<file path="src/rtl/weight_serializer.sv">
// weight_serializer: buffers weight/neuron pairs and streams each weight LSB-first into Mult.
module weight_serializer #(
  parameter int WIDTH = 16,
  parameter int CNT_W = 4
) (
  input  logic             clk,
  input  logic             reset,
  input  logic [WIDTH-1:0] weight_in,
  input  logic [WIDTH-1:0] neuron_in,
  input  logic             weight_valid,
  output logic             weight_ready,
  input  logic             stall,
  output logic             Weight_bit,
  output logic             enable,
  output logic [WIDTH-1:0] input_neuron,
  output logic             first,
  output logic             last
);
  typedef enum logic {IDLE, SHIFT} state_t;
  state_t state, state_nx;
  logic [WIDTH-1:0] buf_w, buf_n;
  logic buf_full;
  logic [WIDTH-2:0] sh;
  logic [CNT_W-1:0] cnt;
  logic at_end, accept, load, advance;
  assign weight_ready = !buf_full;
  always_comb begin
    at_end = cnt == CNT_W'(WIDTH - 1);
    accept = weight_valid && weight_ready;
    load = buf_full && !stall && (state == IDLE || at_end);
    advance = state == SHIFT && !stall;
    state_nx = load ? SHIFT : (advance && at_end) ? IDLE : state;
  end
  always_ff @(posedge clk) state <= reset ? IDLE : state_nx;
  // Loading on the last bit is what lets consecutive words stream gap-free.
  always_ff @(posedge clk) begin
    if (reset) begin
      buf_w <= '0;
      buf_n <= '0;
      buf_full <= 1'b0;
      sh <= '0;
      cnt <= '0;
      Weight_bit <= 1'b0;
      enable <= 1'b0;
      input_neuron <= '0;
      first <= 1'b0;
      last <= 1'b0;
    end else begin
      if (accept) begin
        buf_w <= weight_in;
        buf_n <= neuron_in;
      end
      buf_full <= accept || (buf_full && !load);
      if (load) begin
        Weight_bit <= buf_w[0];
        sh <= buf_w[WIDTH-1:1];
        input_neuron <= buf_n;
        cnt <= '0;
        enable <= 1'b1;
        first <= 1'b1;
        last <= WIDTH == 1;
      end else if (advance && !at_end) begin
        Weight_bit <= sh[0];
        sh <= sh >> 1;
        cnt <= cnt + 1'b1;
        first <= 1'b0;
        last <= cnt == CNT_W'(WIDTH - 2);
      end else if (advance) begin
        Weight_bit <= 1'b0;
        enable <= 1'b0;
        first <= 1'b0;
        last <= 1'b0;
      end
    end
  end
endmodule

</file>
<file path="config.mk">
export PLATFORM = sky130hd
export DESIGN_NAME = weight_serializer
export DESIGN_NICKNAME = d
export VERILOG_FILES = /design/src/rtl/weight_serializer.sv
export SDC_FILE = /design/constraint.sdc
export NUM_CORES = 1
export LEC_CHECK = 0
export BUFFER_PORTS_ARGS = -buffer_cell sky130_fd_sc_hd__buf_2
export CORE_MARGIN = 4
export CORE_UTILIZATION = 25
export DETAILED_ROUTE_END_ITERATION = 7
export PLACE_DENSITY = 0.54
export SYNTH_ARGS = -nofsm -noshare
export SYNTH_HDL_FRONTEND = slang
export SYNTH_SLANG_ARGS = --single-unit
export TNS_END_PERCENT = 30
</file>
<file path="constraint.sdc">
create_clock -name clk -period 3.8 [get_ports clk]
set_input_delay 0.38 -clock clk [delete_from_list [all_inputs] [get_ports clk]]
set_output_delay 0.38 -clock clk [all_outputs]
set_load 0.01 [all_outputs]
</file>
# Yosys cells after proc, flatten, opt, wreduce, memory -nomap -nowiden

Cells that the tools add are included.
Widths: inputs -> output; s select.

Flip-flop bits (word level): 73
Input port bits: 36
Output and inout bits: 21
Logic and storage cells: 48

$add $sub $neg: 1
Equality and inequality tests: 3
Mux-type cells: 12
Bitwise operators: 1
Reductions and logical operators: 20

Operator list:

| kind                | count |
|---|---|
| $mux 15             | 2 |
| $mux 1              | 10 |
| $eq 4x4->1 const B  | 2 |
| $reduce_bool 2->1   | 4 |
| $logic_and 1x1->1   | 7 |
| $add 4x1->4 const B | 1 |
| $logic_not 1->1     | 4 |
| $reduce_bool 3->1   | 1 |
| $logic_or 1x1->1    | 2 |
| $ne 2x2->1 const B  | 1 |
| $reduce_and 2->1    | 1 |
| $reduce_or 2->1     | 1 |
| $not 1->1           | 1 |

# Logic depth before layout (Yosys ltp)

Depth after elaboration: 6
Gate-level depth with buffers: 6
Depth with buffers taken out: 5

# Worst setup path after synthesis

OpenSTA, ideal clock, no wires.

Path type: reg-to-reg
From: register cnt[1]
To: register input_neuron[0]
Library setup time: 72 ps
Arrival: 1387 ps
Data required time: 3728 ps
Path slack: 2341 ps
Stages on the path, launching flop included: 6
Path buffers: 1
Period minus slack after synthesis: 1459 ps
Path through: dfxtp_1 > ha_1 > nand3_4 > a21oi_4 > buf_4 > mux2i_1

Cells in the longest elaborated chain, start to end: 3

RTL lines:

| what                     | line | RTL |
|---|---|---|
| start: declaration       | 24   | `logic [CNT_W-1:0] cnt;` |
| start signal: assignment | 65   | `cnt <= cnt + 1'b1;` |
| $eq 4x4->1               | 28   | `at_end = cnt == CNT_W'(WIDTH - 1);` |
| $logic_or 1x1->1         | 30   | `load = buf_full && !stall && (state == IDLE \|\| at_end);` |
| $logic_and 1x1->1        | 30   |  |
| end signal: assignment   | 57   | `input_neuron <= buf_n;` |
| end: declaration         | 15   | `output logic [WIDTH-1:0] input_neuron,` |

No other way between the ends.
A chain may end at the register's enable or synchronous reset.

# Final worst setup path

From: register cnt[1]
To: register cnt[1]

Cells in the longest elaborated chain, start to end: 4
Elaborated cells on any way between the ends: 7
Classes of those cells: add/sub (1); eq/ne (1); reduce/logical (5)

RTL lines:

| what                      | line |
|---|---|
| $eq 4x4->1                | 28 |
| $logic_or 1x1->1          | 30 |
| $logic_and 1x1->1         | 30 |
| $reduce_or 2->1 (no line) | -- |

Several ways; a longest one is shown, not always the timed one.

==> metrics.cfg <==
[route]
vias_per_cell=4.377
drtAntennaViolNets=0
route.detailed.wl_per_inst_um=12.03
first_pass_iters=4
wl_um=6798
first_iter_violations=146
via_count=2473
drc=0

[place]
dp_hpwl_um=4552
gp_congestion=0.7655
placed_cell_area_sq_mm=0.003451
io_buffers=56

[synth]
synth_fp_nets=387
synth_ff_type=dfxtp_1
ys_seq_area_share_pct=47.40
syn_area_per_cell_sq_um=8.834
netlist_area_sq_mm=0.003083
ys_seq_elements=73
synth_cell_type_count=37
syn_inst=349
yosys_warnings=0
synth-edff-count=0
synthArstFlopShare_pct=0

[global_routing]
busiest_layer=met2
grt_max_degree=55
track_usage_pct=10.06
grt_pass1_vias=2407
use_met3_pct=2.802
grt_overflow=0
grtUsageMet2_pct=15.61
grt_pass1_wl_um=11550
grt_util_met1_pct=12.40
antenna_found_initial=1

[clock_network]
postCtsSetupBuffers=0
clock_path_buffers=2
clk-insertion-delay-late_ps=330
numCtsBuffers=9
cts.reportedPaths.clkPinSlew_ps=50
cts-root-buf=clkbuf_16
tritoncts=built
postCtsResizedCells=0
htree_levels=3
cts_sinks=73
hold_buffers=0

[timing]
setup_viol=0
fin_skew_ps=4.429
report.final.hold_viol_count=0
slew_viol_final=0
setup-tns-final_ps=0
rsz0062_at_grt=no
fmax_ghz=0.4980
period_needed_ps=2008
timing.final.crit_share_pct=52.85
max_slew.worst_pin.slew_ps=884.8
slew_headroom_pct=40.88

[floorplan]
core-area_sq_mm=0.01206
die_area_sq_mm=0.01417
ios=57
rows=40
start_util_pct=25.56
die_y_um=119.1
die_w_um=119.1

[finish]
nNetsFinal=429
areaGrowthSynthToFinish_pct=20.94
design_area_sq_mm=0.003729
drive_gt1_share_pct=20.96

[worst_setup_path]
cp-end-kind=flop
arrival_ps=2230
crit_cells=4
rr_worst_depth=4
cpLargestDelayFamily=simple AND/OR/NAND/NOR gates
crit_slowest_cell=and3_1
cpPeakStageDelay_ps=660
critPathBufInv=0
start_kind=flop
crit_fanout=18
crit_chain=ha_1 -> and3_1 -> nor2_1 -> a2111oi_2
path_class=flop to flop
crit_required_ps=4030

[pwr]
comb_power_share_pct=7.8
p_clk_share_pct=44.6
switchingPower_uw=389.2
power_density_mw_per_mm2=460.5
p_leak_nw=1.514
total_power_mw=1.717
swShare_pct=22.67
pwr-share-seq_pct=47.5
ir_drop_mv=0.1972
power.internal_mw=1.328

[hold_path]
hp-class=input pin to flop
hold_depth=3

[outcome]
status=completed

[run]
drv_cap=0

## logic make-up (layout without fill, tap and decap cells)
logic type                 count (synthesis)  after routing  share of synthesized area (%)
DFF                                       73             73                          47.40
AOI/OAI and AO/OA                         79             79                          16.76
buffers and inverters                     30             77                          5.033
other                                      0              1                              0
and+or+nand+nor                          148            148                          24.47
adders and majority gates                  2              2                         0.8116
muxes                                     17             17                          5.519
## worst min-delay path, cell delays in order
cell     delay, ps
buf_2           90
nand2_1         40
a21oi_1         50
## cell usage after synthesis, drive strengths merged, types with 2 or more instances
library cell	number	area share (%)
nor2b	3	0.61
nand3	4	1.1
a211oi	3	1.1
inv	2	0.24
mux2i	17	5.5
ha	2	0.81
nand2	66	8.0
buf	16	3.3
clkbuf	12	1.5
nand2b	49	10
nor2	3	0.37
nor3	16	2.6
a211o	14	4.0
o21ai	3	0.49
a21oi	52	8.8
a2111oi	2	0.97
dfxtp	73	47
## placed cells by master, fill, tap and decap left out, types with 2 or more instances in the layout
cell / synthesis / final
dfxtp_1: 73 / 73
nand2_1: 66 / 66
buf_2: 7 / 56
a21oi_1: 51 / 51
nand2b_1: 48 / 48
mux2i_1: 17 / 17
nor3_1: 16 / 16
a211o_1: 14 / 14
clkbuf_16: 0 / 9
nor2_1: 3 / 3
nand3_1: 3 / 3
clkinv_2: 0 / 3
buf_4: 5 / 3
inv_1: 2 / 2
a2111oi_2: 2 / 2
a211oi_1: 2 / 2
o21ai_0: 2 / 2
nor2b_1: 3 / 2
ha_1: 2 / 2
clkbuf_1: 12 / 2
clkbuf_8: 0 / 2
## per-layer routing
layer,share of wire [%],vias to the layer above
li1,-,1267
met1,46,1147
met3,4.0,13
met2,47,46
met4,2.6,0
met5,0,-
## power groups by stage
stage | logic (mW) | clock network [mW] | registers (mW)
after detailed placement | 0.137 | 0 | 0.833
after CTS | 0.137 | 0.792 | 0.817
after global routing | 0.153 | 0.818 | 0.821
after floorplan | 0.0966 | 0 | 0.828
final | 0.135 | 0.766 | 0.816
after global placement | 0.134 | 0 | 0.832
## area by class of cell
type | instances | area (sq um)
Timing Repair Buffer | 59 | 302.8
Antenna cell | 1 | 2.502
Tap cell | 168 | 210.2
Inverter | 2 | 7.507
Clock inverter | 3 | 15.01
Fill cell | 1284 | 8333
Sequential cell | 73 | 1461
Multi-Input combinational cell | 246 | 1469
Clock buffer | 13 | 260.3
## path summary, 6_finish.rpt
path	start	endpoint	slack [ps]
worst max-delay path	cnt[1]	cnt[1]	1790
worst min-delay path	neuron_in[15]	buf_n[15]	290
worst max register to register	cnt[1]	cnt[1]	1790
worst min register to register	first	first	450
## state kept, by name (all words and copies together), names as in the netlist
signal and cells:
sh 15, first 1, Weight_bit 1, buf_w 16, state 1, last 1, buf_n 16, buf_full 1
cnt 4, enable 1, input_neuron 16
## metrics by stage
step	hold slack, ps	std cells	setup WS [ps]	utilization (%)
6_report	290.4	565	1792	30.91
5_1_grt	286.9	565	1612	30.91
4_1_cts	278.3	564	1783	30.89
3_5_place_dp	445.7	548	1818	28.61
3_3_place_gp	443.1	548	1890	28.61
2_1_floorplan	435.3	349	2341	-
(Power assumes the default switching activity.)
